===== config.mk =====
export PLATFORM = sky130hd
export DESIGN_NAME = multicycle_control
export DESIGN_NICKNAME = d
export VERILOG_FILES = /design/src/rtl/ctrl_pkg.sv /design/src/rtl/insn_decode.sv /design/src/rtl/multicycle_control.sv
export SDC_FILE = /design/constraint.sdc
export NUM_CORES = 1
export LEC_CHECK = 0
export BUFFER_PORTS_ARGS = -buffer_cell sky130_fd_sc_hd__buf_4
export CAP_MARGIN = 20
export CORE_UTILIZATION = 47
export DETAILED_ROUTE_END_ITERATION = 12
export HOLD_SLACK_MARGIN = 0.02
export PLACE_DENSITY = 0.77
export SETUP_SLACK_MARGIN = 0.02
export SLEW_MARGIN = 25
export SYNTH_ARGS = -nofsm -noshare
export SYNTH_HDL_FRONTEND = slang
export SYNTH_SLANG_ARGS = --single-unit

===== constraint.sdc =====
create_clock -name clk_i -period 4.2 [get_ports clk_i]
set_clock_uncertainty 0.15 [all_clocks]
set_input_delay 0.84 -clock clk_i [delete_from_list [all_inputs] [get_ports clk_i]]
set_output_delay 0.84 -clock clk_i [all_outputs]
set_load 0.1 [all_outputs]

===== src/rtl/ctrl_pkg.sv =====
// Shared definitions for the multicycle control unit: RV32 opcodes,
// FSM state encoding, datapath mux encodings and trap causes.
package ctrl_pkg;

  localparam logic [6:0] OPC_LUI    = 7'b0110111;
  localparam logic [6:0] OPC_AUIPC  = 7'b0010111;
  localparam logic [6:0] OPC_JAL    = 7'b1101111;
  localparam logic [6:0] OPC_JALR   = 7'b1100111;
  localparam logic [6:0] OPC_BRANCH = 7'b1100011;
  localparam logic [6:0] OPC_LOAD   = 7'b0000011;
  localparam logic [6:0] OPC_STORE  = 7'b0100011;
  localparam logic [6:0] OPC_OP_IMM = 7'b0010011;
  localparam logic [6:0] OPC_OP     = 7'b0110011;

  localparam logic [6:0] F7_BASE = 7'b0000000;
  localparam logic [6:0] F7_ALT  = 7'b0100000;
  localparam logic [6:0] F7_MDU  = 7'b0000001;

  typedef enum logic [2:0] {
    S_FETCH    = 3'd0,
    S_DECODE   = 3'd1,
    S_EXECUTE  = 3'd2,
    S_MEM      = 3'd3,
    S_WB       = 3'd4,
    S_MDU_WAIT = 3'd5,
    S_TRAP     = 3'd6
  } state_t;

  typedef enum logic [1:0] {
    PC_PLUS4 = 2'b00,
    PC_ALU   = 2'b01,
    PC_TRAP  = 2'b10
  } pc_src_t;

  typedef enum logic [1:0] {
    WB_IMM_U = 2'b00,
    WB_ALU   = 2'b01,
    WB_MEM   = 2'b10,
    WB_PC4   = 2'b11
  } wb_src_t;

  typedef enum logic {
    A1_RS1 = 1'b0,
    A1_PC  = 1'b1
  } alu_src_1_t;

  typedef enum logic [1:0] {
    A2_IMM_I   = 2'b00,
    A2_IMM_S   = 2'b01,
    A2_RS2     = 2'b10,
    A2_IMM_UBJ = 2'b11
  } alu_src_2_t;

  typedef enum logic [1:0] {
    CAUSE_ILLEGAL = 2'b00,
    CAUSE_BUS     = 2'b01
  } trap_cause_t;

  typedef struct packed {
    logic       legal;
    logic       branch;
    logic       jump;
    logic       load;
    logic       store;
    logic       mdu;
    wb_src_t    wb_src;
    alu_src_1_t alu_1;
    alu_src_2_t alu_2;
  } dec_t;

endpackage


===== src/rtl/insn_decode.sv =====
// Combinational instruction decode: opcode/funct3/funct7 -> legality,
// instruction class and datapath selects.
// Ports: opcode_i/funct3_i/funct7_i in; dec_o decoded bundle out.
// Macro MULTICYCLE_CONTROL_MDU_EN makes OP with funct7=0000001 legal.
module insn_decode
  import ctrl_pkg::*;
(
  input  logic [6:0] opcode_i,
  input  logic [2:0] funct3_i,
  input  logic [6:0] funct7_i,
  output dec_t       dec_o
);

  logic is_lui, is_auipc, is_jal, is_jalr, is_branch;
  logic is_load, is_store, is_op_imm, is_op;
  logic op_base, op_mdu;

  assign is_lui    = opcode_i == OPC_LUI;
  assign is_auipc  = opcode_i == OPC_AUIPC;
  assign is_jal    = opcode_i == OPC_JAL;
  assign is_jalr   = opcode_i == OPC_JALR;
  assign is_branch = opcode_i == OPC_BRANCH;
  assign is_load   = opcode_i == OPC_LOAD;
  assign is_store  = opcode_i == OPC_STORE;
  assign is_op_imm = opcode_i == OPC_OP_IMM;
  assign is_op     = opcode_i == OPC_OP;

  // funct7=0100000 only exists for SUB and SRA
  assign op_base = (funct7_i == F7_BASE) ||
                   ((funct7_i == F7_ALT) &&
                    (funct3_i == 3'b000 || funct3_i == 3'b101));

`ifdef MULTICYCLE_CONTROL_MDU_EN
  assign op_mdu = funct7_i == F7_MDU;
`else
  assign op_mdu = 1'b0;
`endif

  always_comb begin
    dec_o        = '0;
    dec_o.wb_src = WB_IMM_U;
    dec_o.alu_1  = A1_RS1;
    dec_o.alu_2  = A2_IMM_I;
    unique case (1'b1)
      is_lui: begin
        dec_o.legal  = 1'b1;
        dec_o.wb_src = WB_IMM_U;
        dec_o.alu_2  = A2_IMM_UBJ;
      end
      is_auipc: begin
        dec_o.legal  = 1'b1;
        dec_o.wb_src = WB_ALU;
        dec_o.alu_1  = A1_PC;
        dec_o.alu_2  = A2_IMM_UBJ;
      end
      is_jal: begin
        dec_o.legal  = 1'b1;
        dec_o.jump   = 1'b1;
        dec_o.wb_src = WB_PC4;
        dec_o.alu_1  = A1_PC;
        dec_o.alu_2  = A2_IMM_UBJ;
      end
      is_jalr: begin
        dec_o.legal  = funct3_i == 3'b000;
        dec_o.jump   = 1'b1;
        dec_o.wb_src = WB_PC4;
      end
      is_branch: begin
        dec_o.legal  = 1'b1;
        dec_o.branch = 1'b1;
        dec_o.alu_1  = A1_PC;
        dec_o.alu_2  = A2_IMM_UBJ;
      end
      is_load: begin
        dec_o.legal  = 1'b1;
        dec_o.load   = 1'b1;
        dec_o.wb_src = WB_MEM;
      end
      is_store: begin
        dec_o.legal  = 1'b1;
        dec_o.store  = 1'b1;
        dec_o.alu_2  = A2_IMM_S;
      end
      is_op_imm: begin
        dec_o.legal  = 1'b1;
        dec_o.wb_src = WB_ALU;
      end
      is_op: begin
        dec_o.legal  = op_base || op_mdu;
        dec_o.mdu    = op_mdu;
        dec_o.wb_src = WB_ALU;
        dec_o.alu_2  = A2_RS2;
      end
      default: ;
    endcase
  end

endmodule


===== src/rtl/multicycle_control.sv =====
// Multicycle RV32 control FSM with memory wait counter and traps.
// Ports: clk_i, rst_i; instruction fields, branch/mem/mdu status in;
// memory, PC, regfile, ALU and MDU controls, trap, state_o out.
// Macro MULTICYCLE_CONTROL_MDU_EN enables the MUL/DIV wait state.
module multicycle_control
  import ctrl_pkg::*;
#(
  parameter int MEM_TIMEOUT = 15,
  parameter int CNT_W       = 8
) (
  input  logic       clk_i,
  input  logic       rst_i,
  input  logic [6:0] opcode_i,
  input  logic [2:0] funct3_i,
  input  logic [6:0] funct7_i,
  input  logic       branch_taken_i,
  input  logic       mem_ready_i,
  input  logic       mdu_done_i,
  output logic       mem_req_o,
  output logic       mem_write_enable_o,
  output logic       mem_addr_src_o,
  output logic       ir_write_o,
  output logic       pc_write_o,
  output logic [1:0] pc_src_o,
  output logic       reg_write_enable_o,
  output logic [1:0] reg_write_src_o,
  output logic       alu_src_1_o,
  output logic [1:0] alu_src_2_o,
  output logic       mdu_start_o,
  output logic       trap_o,
  output logic [1:0] trap_cause_o,
  output logic [2:0] state_o
);

  state_t            state_q, state_d;
  trap_cause_t       cause_q, cause_d;
  logic [CNT_W-1:0]  cnt_q, cnt_d;
  logic              run_q;
  logic              limit;
  dec_t              dec;

  insn_decode u_dec (
    .opcode_i (opcode_i),
    .funct3_i (funct3_i),
    .funct7_i (funct7_i),
    .dec_o    (dec)
  );

  // last allowed wait cycle: a further non-ready cycle traps
  assign limit   = cnt_q == CNT_W'(MEM_TIMEOUT - 1);
  assign state_o = state_q;

`ifndef MULTICYCLE_CONTROL_MDU_EN
  logic unused_mdu;
  assign unused_mdu = mdu_done_i;
`endif

  // run_q holds outputs quiet for the first cycle after reset release
  always_ff @(posedge clk_i or posedge rst_i) begin
    if (rst_i) begin
      state_q <= S_FETCH;
      cause_q <= CAUSE_ILLEGAL;
      cnt_q   <= '0;
      run_q   <= 1'b0;
    end else begin
      state_q <= state_d;
      cause_q <= cause_d;
      cnt_q   <= cnt_d;
      run_q   <= 1'b1;
    end
  end

  always_comb begin
    state_d = state_q;
    cause_d = cause_q;
    if (!run_q) begin
      state_d = S_FETCH;
    end else begin
      unique case (state_q)
        S_FETCH: begin
          if (mem_ready_i) begin
            state_d = S_DECODE;
          end else if (limit) begin
            state_d = S_TRAP;
            cause_d = CAUSE_BUS;
          end
        end
        S_DECODE: begin
          if (dec.legal) begin
            state_d = S_EXECUTE;
          end else begin
            state_d = S_TRAP;
            cause_d = CAUSE_ILLEGAL;
          end
        end
        S_EXECUTE: begin
          if (dec.load || dec.store)
            state_d = S_MEM;
          else if (dec.branch || dec.jump)
            state_d = S_FETCH;
          else if (dec.mdu)
            state_d = S_MDU_WAIT;
          else
            state_d = S_WB;
        end
        S_MEM: begin
          if (mem_ready_i) begin
            state_d = dec.store ? S_FETCH : S_WB;
          end else if (limit) begin
            state_d = S_TRAP;
            cause_d = CAUSE_BUS;
          end
        end
        S_MDU_WAIT: begin
`ifdef MULTICYCLE_CONTROL_MDU_EN
          if (mdu_done_i) state_d = S_WB;
`else
          state_d = S_FETCH;
`endif
        end
        default: state_d = S_FETCH;
      endcase
    end
  end

  // count only while parked in FETCH/MEM; any transition clears it
  always_comb begin
    cnt_d = '0;
    if (run_q && (state_q == S_FETCH || state_q == S_MEM) &&
        state_d == state_q)
      cnt_d = cnt_q + CNT_W'(1);
  end

  always_comb begin
    mem_req_o          = 1'b0;
    mem_write_enable_o = 1'b0;
    mem_addr_src_o     = 1'b0;
    ir_write_o         = 1'b0;
    pc_write_o         = 1'b0;
    pc_src_o           = PC_PLUS4;
    reg_write_enable_o = 1'b0;
    reg_write_src_o    = WB_IMM_U;
    alu_src_1_o        = A1_RS1;
    alu_src_2_o        = A2_IMM_I;
    mdu_start_o        = 1'b0;
    trap_o             = 1'b0;
    trap_cause_o       = CAUSE_ILLEGAL;
    if (run_q) begin
      unique case (state_q)
        S_FETCH: begin
          mem_req_o  = 1'b1;
          ir_write_o = mem_ready_i;
        end
        S_EXECUTE: begin
          alu_src_1_o = dec.alu_1;
          alu_src_2_o = dec.alu_2;
          if (dec.branch) begin
            pc_write_o = 1'b1;
            pc_src_o   = branch_taken_i ? PC_ALU : PC_PLUS4;
          end
          if (dec.jump) begin
            pc_write_o         = 1'b1;
            pc_src_o           = PC_ALU;
            reg_write_enable_o = 1'b1;
            reg_write_src_o    = WB_PC4;
          end
`ifdef MULTICYCLE_CONTROL_MDU_EN
          mdu_start_o = dec.mdu;
`endif
        end
        S_MEM: begin
          mem_req_o          = 1'b1;
          mem_addr_src_o     = 1'b1;
          mem_write_enable_o = dec.store;
          pc_write_o         = dec.store && mem_ready_i;
        end
        S_WB: begin
          reg_write_enable_o = 1'b1;
          reg_write_src_o    = dec.mdu ? WB_ALU : dec.wb_src;
          pc_write_o         = 1'b1;
        end
        S_TRAP: begin
          trap_o       = 1'b1;
          pc_write_o   = 1'b1;
          pc_src_o     = PC_TRAP;
          trap_cause_o = cause_q;
        end
        default: ;
      endcase
    end
  end

endmodule


* Word-level counts from Yosys, hierarchy flattened
Index checks and enable logic that the tools add are counted.
** Word-level totals
- Word-level logic and storage cells :: 100
- Output and inout bits :: 20
- Register bits after elaboration :: 14
- Bits of input ports :: 22
** Cells by class
- Eq/ne operators :: 21
- $add $sub $neg :: 1
- Mux-type cells :: 53
- Reductions and logical operators :: 21
** Operators by type and width (count)
- $eq A7 B6 Y1 const B :: 4
- $mux W1 :: 24
- $mux W3 :: 8
- $mux W2 :: 11
- $eq A7 B7 Y1 const B :: 3
- $eq A7 B5 Y1 const B :: 2
- $pmux W2 S2 :: 3
- $pmux W2 S3 :: 2
- $pmux W3 S4 :: 1
- $eq A3 B3 Y1 const B :: 3
- $add A8 B1 Y8 const B :: 1
- $eq A8 B4 Y1 const B :: 1
- $mux W8 :: 1
- $eq A7 B2 Y1 const B :: 1
- $logic_not A7 Y1 :: 1
- $reduce_or A7 Y1 :: 1
- $eq A3 B2 Y1 const B :: 2
- $logic_not A3 Y1 :: 2
- $pmux W1 S3 :: 2
- $reduce_or A2 Y1 :: 3
- $reduce_or A3 Y1 :: 2
- $logic_or A1 B1 Y1 :: 5
- $reduce_and A5 Y1 :: 1
- $logic_and A1 B1 Y1 :: 4
- 7 further kinds :: 8

* Longest topological paths before layout
Gate-level depths: netlist of run 1.
- Word-level depth :: 11
- Mapped depth :: 7
- Gate-level depth less buffers :: 7

* By module
From an unflattened synthesis of run 1, not the netlist that was laid out.
** Second synthesis, totals
- Cells, all modules :: 159
- Area total of the unflattened synthesis :: 1244.9 um2
** By module, submodules not included
- multicycle_control :: seq. area each 325.3 um2, area each 923.4 um2, times used 1, cells an instance 111
- insn_decode :: seq. area each 0.0 um2, area each 321.6 um2, times used 1, cells an instance 48

* Least setup slack after synthesis of run 1
Ideal clock, no wire load.
- Path kind :: register to output
- Start :: register state_q[0] (netlist: state_o[0])
- End :: output port ir_write_o
- Cell stages (with the launch flop) :: 5
- Required time :: 3210 ps
- Setup slack :: -2339 ps
- Buffers on the path :: 1
- Arrival time :: 5549 ps
- Cell sequence :: dfrtp_1 -> clkbuf_1 -> nor2b_2 -> nor3_2 -> nor4bb_1
** On the way
- Cells in the longest elaborated chain, start to end :: 3
** Ends and longest elaborated chain
- start, declared :: line multicycle_control.sv:35 : state_t state_q, state_d;
- start signal, assigned :: line multicycle_control.sv:66 : state_q <= state_d;
- $logic_not A3 Y1 :: line multicycle_control.sv:149 : unique case (state_q)
- $mux W1 :: line multicycle_control.sv:149
- $mux W1 :: line multicycle_control.sv:148 : if (run_q) begin
- end, declared :: line multicycle_control.sv:22 : output logic ir_write_o,
No other way between the ends.

* Worst setup path in the final report of run 1
- Start :: register state_q[1] (netlist: state_o[1])
- End :: output port alu_src_2_o[1]
** On the way
- Cells in the longest elaborated chain, start to end :: 3
** Ends and longest elaborated chain
- $eq A3 B2 Y1 :: line multicycle_control.sv:149
- $mux W2 :: line multicycle_control.sv:149
- $mux W2 :: line multicycle_control.sv:148
- end, declared :: line multicycle_control.sv:28 : output logic [1:0] alu_src_2_o,
No other way between the ends.

==> results of run 1 <==
## layer usage
layer | GRT usage, % | share of wire (%) | vias up
met5 | 0 | 0 | -
met4 | 6.67 | 0 | 0
met3 | 3.09 | 4.8 | 0
met2 | 41.2 | 51 | 40
met1 | 30.4 | 44 | 512
li1 | - | - | 554
## flip-flops by register name (all words and copies together), names as in the netlist
name     count
cause_q      1
cnt_q        8
run_q        1
state_o      3
## cell type report
cell class                 instances  area (µm²)  share of cell area, %
clock buffer                       4        26.3                   1.82
tap                               27        33.8                   2.35
inverter                           6        22.5                   1.56
sequential                        13         325                   22.6
timing repair buffer              38         285                   19.8
multi-input combinational        110         747                   51.9
## final timing paths
check                            from             end  slack [ns]  depth (start not counted)
max                        state_o[1]  alu_src_2_o[1]        0.98                          4
min                          cnt_q[0]        cnt_q[0]        0.37                          1
max reg2reg                state_o[2]        cnt_q[7]        2.42                          5
min reg2reg                  cnt_q[0]        cnt_q[0]        0.37                          1
max in group asynchronous       rst_i      cause_q[0]        3.14                          2
min in group asynchronous       rst_i           run_q        0.43                          2
## layout by cell type (no fill, tap or decap), types with 3 or more instances in the layout
cell,synthesis,routed
nor2b_1,3,3
clkbuf_4,0,3
nor3_2,3,4
and2_1,4,4
buf_4,2,38
conb_1,2,3
nand3_1,5,5
xor2_1,5,5
nand4_1,5,5
a21oi_1,6,6
and3_1,3,3
inv_1,5,5
nor3_1,5,3
nor2_1,18,18
nor4_1,4,4
dfrtp_1,13,13
nand2_1,12,12
## logic make-up after synthesis
family / Yosys count / synth area share (%)
xor gates and xnor gates: 6 / 4.87
and+or+nand+nor: 75 / 39.5
DFF: 13 / 30.1
other: 2 / 0.696
buffers and inverters: 13 / 5.33
muxes: 2 / 1.85
adders and majority gates: 2 / 2.32
AOI/OAI and AO/OA: 22 / 15.3
## stage by stage
stage | std cells | instance area, µm² | TNS [ns] | hold WS (ns) | power (mW)
final | 198 | 1440 | 0 | 0.369 | 0.328
after global routing | 198 | 1440 | 0 | 0.397 | 0.347
after CTS | 198 | 1440 | 0 | 0.370 | 0.331
after detailed placement | 194 | 1410 | 0 | 0.359 | 0.256
after global placement | 194 | 1410 | 0 | 0.354 | 0.254
after floorplan | 136 | 1130 | -0.396 | 0.325 | 0.224
## power by group through the flow
stage	Combinational, mW	Sequential, mW	Clock, mW
floorplan	0.0741	0.150	0
global placement	0.115	0.139	0
detailed placement	0.116	0.140	0
CTS	0.117	0.137	0.0770
global route	0.124	0.138	0.0852
finish	0.117	0.137	0.0745
==> impl_results.md, run 1 <==
- Outcome: finished, final reports clean
- Vias: 1106
- NetSw: 0.126 mW
- RSZ-0062 raised after global routing: no
- Detailed Routing Iterations Pass 1: 4
- Synth Register Bits: 13
- Fin crit period: 3.22 ns
- Top-area cell type share of the netlist area: 30.1%
- Post-synthesis sequential area ratio: 30.1%
- Routability Congestion: 0.865
- Number of antenna-violating nets in the routed design: 0
- Vias per Instance: 5.59
- # hold bufs at CTS: 0
- Yosys warns: 0
- Area Overhead vs Synth: 33.4%
- DIE WIDTH: 49.9 µm
- Net Sw Frac: 38.5%
- Initial DRC count: 33
- Initial antenna violation count: 0
- Max Clk Rate: 311 MHz
- Max incr delay on CP: 0.61 ns
- Ports: 42
- Port buffer count: 38
- Synth Area per Inst: 8.00 µm²
- First-pass GRT wire length: 4570 µm
- Hold WC Path Type: register to register
- WP buf/inv: 1
- Max-slew violation count: 0
- Nets@finish: 196
- Final hold viol count: 0
- Die area: 2490 µm²
- Worst-path clk slew: 0.08 ns
- Pleak: 0.640 nW
- Post-Route WL: 2690 µm
- Worst endpoint data arrival time: 2.23 ns
- Post-route clock period utilization: 76.6%
- Post-synth EDFFs: 0
- Clock power frac: 22.7%
- Int Power: 0.202 mW
- Total CTS buffers: 3
- # resized after CTS: 0
- Die Y: 49.9 µm
- Gr usage total: 23.7%
- Post-route worst setup slack: 0.984 ns
- Pwr Density: 228 nW/µm²
- # rows: 16
- Initial Utilization: 52.4%
- Final core utilization: 69.8%
- Critical-path maximum fanout: 13
- Drt drc: 0
- Layout cell share with drive strength beyond 1: 33.9%
- Crit-path slowest cell: dfrtp_1
- Worst path cell trace: nor2b_2, nand3_1, a2111oi_2, buf_4
- Most common cell in the netlist: nor2_1
- GRT overflow: 0
- # Max-Cap Violations: 0
- CORE AREA: 2060 µm²
- Worst setup SP type: register
- Post-CTS Setup Inserts: 0
- Dominant cells by area after synthesis: dfrtp_1 30%, nor2_1 6.3%, nand2_1 4.2%, xor2_1 4.1%, nand4_1 2.9%
- HPWL Detailed: 2110 µm
- ANT cells: 0
- CP Capture Type: output pin
- Number of global-route vias before repair: 1036
- Largest net degree at the start of global routing: 14
- Async S/R FF share, synth: 100%
- Largest delay contributor family on the critical path: simple AND/OR/NAND/NOR gates
- Clock sinks: 13
- Top cells by instance count after synthesis: 18 x nor2_1, 13 x dfrtp_1, 12 x nand2_1
- Setup violators final: 0
- Cells after Synth: 135
- Syn Std Cell Area: 1080 µm²
- Comb power frac: 35.5%
- Clock tree buffer depth: 2
- Clock Tree Root: clkbuf_4
- Fillers: 171
- CTS tree: done
- Place WS: 1.02 ns
- Peak VDD IR: 0.184 mV
- Sequential Power Share: 41.8%
- Synth area leader: dfrtp_1
- CP Data Required Time: 3.21 ns
- Unique masters post-synth: 48
- Worst-skew pair later-pin latency: 0.27 ns
- Top FF cell, synth: dfrtp_1
- Htree depth: 1
- Post-DR wirelength/cell: 13.6 µm
- Setup Crit Path Kind: register to output pin
Power figures use the tool's default switching activity.
==> run 2: changes to the inputs <==
- clock period: 4.2 -> 3.3 ns (I/O delays scaled with it)
==> run 2 against run 1 <==
Compared with the run above: critical path depth stayed put; clock power grew 28%; combinational power increased by 31%; final area is 4.8% higher; hold slack got worse by 0.12 ns; routed wire length is 1.7% higher; via count is 3.2% higher.
==> impl_results.md, run 2 (synthesis gave the netlist of run 1 again) <==
- Htree depth: 1
- Area of the multi-input gates: 800 µm²
- Fin crit period: 3.04 ns
- CORE AREA: 2060 µm²
- Worst path cell trace: nor2b_2, nand3_1, a2111oi_4, buf_4
- GRT overflow: 0
- Largest register FFs: 8
- Hold WC Path Type: input pin to async pin
- Setup TNS: 0 ns
- Die Y: 49.9 µm
- Placed insts: 195
- Drt drc: 0
- Max incr delay on CP: 0.54 ns
- Register area: 334 µm²
- Design area: 1510 µm²
- Total CTS buffers: 3
- CTS tree: done
- Worst-skew pair later-pin latency: 0.28 ns
- Max-slew violation count: 0
- Number of global-route vias before repair: 1052
- HPWL Detailed: 2190 µm
- Crit-path slowest cell: dfrtp_2
- Largest net degree at the start of global routing: 14
- Clock tree buffer depth: 2
- Clock sinks: 13
- Setup violators final: 0
- Most used routing layer: met2
- Port buffer count: 38
- ANT cells: 0
- Ports: 42
- Routability Congestion: 0.851
- Pleak: 0.663 nW
- Most frequent cells in the layout: 39 x buf_4, 18 x nor2_1, 11 x nand2_1
- # resized after CTS: 0
- Gr usage total: 24.1%
- Vias: 1141
- Critical-path maximum fanout: 13
- Met1 global-route usage: 28.9%
- Outcome: finished, final reports clean
- Worst endpoint data arrival time: 2.23 ns
- Max Clk Rate: 329 MHz
- Fillers: 153
- Layout cell share with drive strength beyond 1: 39.5%
- Initial Utilization: 52.4%
- Peak VDD IR: 0.303 mV
- DIE WIDTH: 49.9 µm
- Nets@finish: 197
- Final core utilization: 73.2%
- # rows: 16
- Die area: 2490 µm²
- RSZ-0062 raised after global routing: no
- Power Total: 0.426 mW
- CP Data Required Time: 2.49 ns
- Post-route clock period utilization: 92.2%
- Initial antenna violation count: 0
- Met2 usage: 43.7%
- Post-CTS Setup Inserts: 0
- Pwr Density: 282 nW/µm²
- Largest delay contributor family on the critical path: simple AND/OR/NAND/NOR gates
- Setup Crit Path Kind: register to output pin
- Worst setup SP type: register
- Grt met3 use: 1.85%
- Finished Layout Cells: 199
- DP Area: 1480 µm²
- Vias per Instance: 5.73
- First-pass GRT wire length: 4660 µm
- Detailed Routing Iterations Pass 1: 4
- Worst-path clk slew: 0.07 ns
- Initial DRC count: 31
- Post-route worst setup slack: 0.259 ns
- CP Capture Type: output pin
- Post-DR wirelength/cell: 13.7 µm
- Biggest register: cnt_q
- WP buf/inv: 1
- Most common cell after layout, fill and taps aside: buf_4
- Area Overhead vs Synth: 39.7%
- Number of antenna-violating nets in the routed design: 0
- Place WS: 0.441 ns
- # hold bufs at CTS: 0
- Final hold viol count: 0
- # Max-Cap Violations: 0
- Hold slack final: 0.248 ns
- Clock Tree Root: clkbuf_4
- Post-Route WL: 2730 µm
[run 2: worst paths after layout]
| path | end | slack (ns) | cells past startpoint | start |
|---|---|---|---|---|
| min in group clk_i | cnt_q[0] | 0.38 | 1 | cnt_q[0] |
| max reg2reg | cnt_q[4] | 1.61 | 7 | cnt_q[0] |
| min reg2reg | cnt_q[0] | 0.38 | 1 | cnt_q[0] |
| min | cnt_q[6] | 0.25 | 2 | rst_i |
| max | alu_src_2_o[1] | 0.26 | 4 | state_o[1] |
| max in group asynchronous | state_o[2] | 2.38 | 2 | rst_i |
[run 2: worst register-to-register path, delay by kind of cell, from the launching register on]
kind | cells | cell delay [ns]
AND/OR/NAND/NOR | 5 | 0.78
flip-flops | 1 | 0.43
adder cells (fa/ha/maj) | 1 | 0.14
buffers and inverters | 1 | 0.08
[run 2: report_power, final]
part           switching, mW  total, mW  internal [mW]
Clock                 0.0484     0.0953         0.0469
Combinational          0.105      0.153         0.0483
Sequential            0.0114      0.177          0.166
[run 2: layout make-up]
class                      instances  area share [%]
clock buffer                       4            1.74
inverter                           6            1.49
multi-input combinational        110            53.0
sequential                        13            22.1
tap                               27            2.24
timing repair buffer              39            19.4
[run 2: metal layers]
metal,routed length (µm),part of all wire [%],vias to the layer above
li1,-,-,559
met1,1160,42,535
met2,1410,52,43
met3,131,4.8,4
met4,30,1.1,0
met5,0,0,-
==> run 3: changes to the inputs <==
- ABC_AREA: default -> 1
- BUFFER_PORTS_ARGS: -buffer_cell sky130_fd_sc_hd__buf_4 -> default
- DONT_BUFFER_PORTS: default -> 1
- PLACE_DENSITY: 0.77 -> default
==> run 3 against run 2 <==
Compared with the run above: sequential share of layout area increased by 0.91 points; synthesized cell count increased by 28%; first-iteration DRC count decreased by 3.2%; largest power group unchanged.
==> impl_results.md, run 3 <==
- Outcome: finished, final reports clean
- Max Clk Rate: 342 MHz
- # Max-Cap Violations: 0
- Vias: 1167
- Async S/R FF share, synth: 100%
- CP Capture Type: output pin
- Cells after Synth: 173
- R2r setup slk: 1.09 ns
- Setup Crit Path Kind: register to output pin
- NetSw: 0.296 mW
- Final core utilization: 64.2%
- Gr usage total: 22.7%
- Crit Reg-Reg Startpoint: state_o[2]
- Comb power frac: 39.7%
- Largest delay contributor family on the critical path: flip-flops
- Area Overhead vs Synth: 24.7%
- WP buf/inv: 3
- Peak VDD IR: 0.292 mV
- Critical-path maximum fanout: 6
- Top FF cell, synth: dfrtp_1
- Drt drc: 0
- Pwr Density: 397 nW/µm²
- # rows: 17
- Die area: 2700 µm²
- CTS tree: done
- Setup TNS: 0 ns
- Post-synth EDFFs: 0
- Number of global-route vias before repair: 1056
- GRT overflow: 0
- Critical path depth in cells: 8
- Final hold viol count: 0
- Detailed Routing Iterations Pass 1: 4
- Vias per Instance: 5.33
- Clock tree buffer depth: 2
- Post-Route WL: 2670 µm
- Post-CTS Setup Inserts: 0
- Rel. slew slack: 65.9%
- Layout cell share with drive strength beyond 1: 29.3%
- Pleak: 0.762 nW
- Net Sw Frac: 51.2%
- CP Data Required Time: 2.49 ns
- Worst endpoint data arrival time: 2.11 ns
- Ports: 42
- Register area: 337 µm²
- Synth area leader: dfrtp_1
- Worst path cell trace: inv_2, nand2_2, nor2_2, nand2_1, o41ai_4, nand2_1, clkinvlp_4, buf_12
- Number of antenna-violating nets in the routed design: 0
- Sequential Power Share: 42.2%
- Port buffer count: 0
- Post-DR wirelength/cell: 12.2 µm
- Dominant cells by area after synthesis: dfrtp_1 28%, nand2_1 12%, inv_1 7.4%, nor3_2 6.8%, nand3_1 6.4%
- Unique masters post-synth: 29
- Top-area cell type share of the netlist area: 27.8%
- Most frequent cells in the layout: 37 x nand2_1, 22 x inv_1, 16 x nor2_1
- Synth Area per Inst: 6.77 µm²
- Post-synthesis sequential area ratio: 27.8%
- RSZ-0062 raised after global routing: no
- Nets@finish: 216
- Setup violators final: 0
- Crit-path slowest cell: dfrtp_4
- Worst r2r dst: cnt_q[2]
- Hold WC Path Type: input pin to async pin
- Worst setup SP type: register
- # resized after CTS: 0
- DIE WIDTH: 51.9 µm
- Worst R2R Path Depth: 6
- Worst-skew pair later-pin latency: 0.29 ns
- Fin crit period: 2.92 ns
- Most common cell in the netlist: nand2_1
- Worst-path clk slew: 0.09 ns
- Initial DRC count: 30
- Yosys warns: 0
- Critical Path Sink: reg_write_src_o[1]
- Die Y: 51.9 µm
- Post-route clock period utilization: 88.6%
- Largest net degree at the start of global routing: 14
- Launch point of the critical path: state_o[0]
- Clock Tree Root: clkbuf_4
- Initial Utilization: 51.5%
- Int Power: 0.283 mW
- Initial antenna violation count: 0
- # hold bufs at CTS: 0
- Clock sinks: 13
- Synth Register Bits: 13
- HPWL Detailed: 2160 µm
- Largest register FFs: 8
- Most common cell after layout, fill and taps aside: nand2_1
- Routability Congestion: 0.807
- Clock power frac: 18.1%
- Power Total: 0.579 mW
- Most frequent CP cell: nand2_1
- Htree depth: 1
- Fillers: 205
- Area of the multi-input gates: 803 µm²
- Max-slew violation count: 0
- Total CTS buffers: 3
- ANT cells: 0
- Least-Margin Pin Slew: 0.511 ns
- Max incr delay on CP: 0.66 ns
- Top cells by instance count after synthesis: 37 x nand2_1, 23 x inv_1, 18 x nor2_1
- First-pass GRT wire length: 4430 µm
- Syn Std Cell Area: 1170 µm²
- CORE AREA: 2280 µm²
- Hold slack final: 0.128 ns
- Biggest register: cnt_q
-- run 3: cell types whose count changed after synthesis, sizes merged, moves of 3 or more --
cell | previous run | this run
nor2 | 18 | 21
nand2 | 12 | 44
clkbuf | 4 | 0
inv | 6 | 28
nor2b | 4 | 0
and3 | 4 | 0
nor3 | 9 | 17
nand3 | 5 | 17
nor4 | 4 | 0
and2 | 4 | 1
-- run 3: routing by layer --
metal	routed length [µm]	track usage (%)
met1	1220	29.1
met2	1260	35.9
met4	37	9.91
met3	153	5.56
met5	0	0
-- run 3: cell type report --
cell class / instances / share of cell area, %
Sequential cell: 13 / 23.1
Inverter: 28 / 7.45
Multi-Input combinational cell: 131 / 55.0
Timing Repair Buffer: 15 / 10.3
Tap cell: 28 / 2.40
Clock buffer: 4 / 1.80
-- run 3: worst min-delay path by stage --
| stage | start | to | slack [ns] | depth (start not counted) |
|---|---|---|---|---|
| after floorplan | cause_q[0] | cause_q[0] | 0.28 | 2 |
| after global placement | cnt_q[0] | cnt_q[0] | 0.32 | 1 |
| after detailed placement | cnt_q[0] | cnt_q[0] | 0.33 | 1 |
| after CTS | rst_i | state_o[1] | 0.14 | 1 |
| after global routing | rst_i | state_o[1] | 0.17 | 1 |
| final | rst_i | state_o[1] | 0.13 | 1 |
-- run 3: cell families (layout without fill, tap and decap cells) --
kind of cell	after synthesis	count (layout)	synth area share [%]
simple gates	106	106	47.2
buf+inv	30	47	10.3
compound gates	14	14	7.48
flops	13	13	27.8
xor+xnor	6	6	4.49
fa+ha+maj	2	2	2.14
other cells	2	3	0.641
-- run 3: stage by stage --
step	instances	setup slack, ns	instance area, µm²
detailed placement	215	0.564	1430
global route	219	0.256	1460
CTS	219	0.366	1460
global placement	215	0.590	1430
finish	219	0.376	1460
floorplan	174	-0.216	1240
-- run 3: worst register-to-register path, cell delays in order, from the launching register on --
cell	delay, ns
dfrtp_4	0.65
inv_2	0.22
nand3_2	0.23
a21oi_2	0.20
buf_4	0.32
nand3_4	0.21
nor3_2	0.16
-- run 3: power groups by stage --
stage                     combinational, mW  clock, mW  sequential [mW]
after floorplan                       0.192          0            0.241
after global placement                0.224          0            0.248
after detailed placement              0.230          0            0.248
after CTS                             0.231      0.107            0.245
after global routing                  0.250      0.111            0.247
final                                 0.230      0.105            0.244
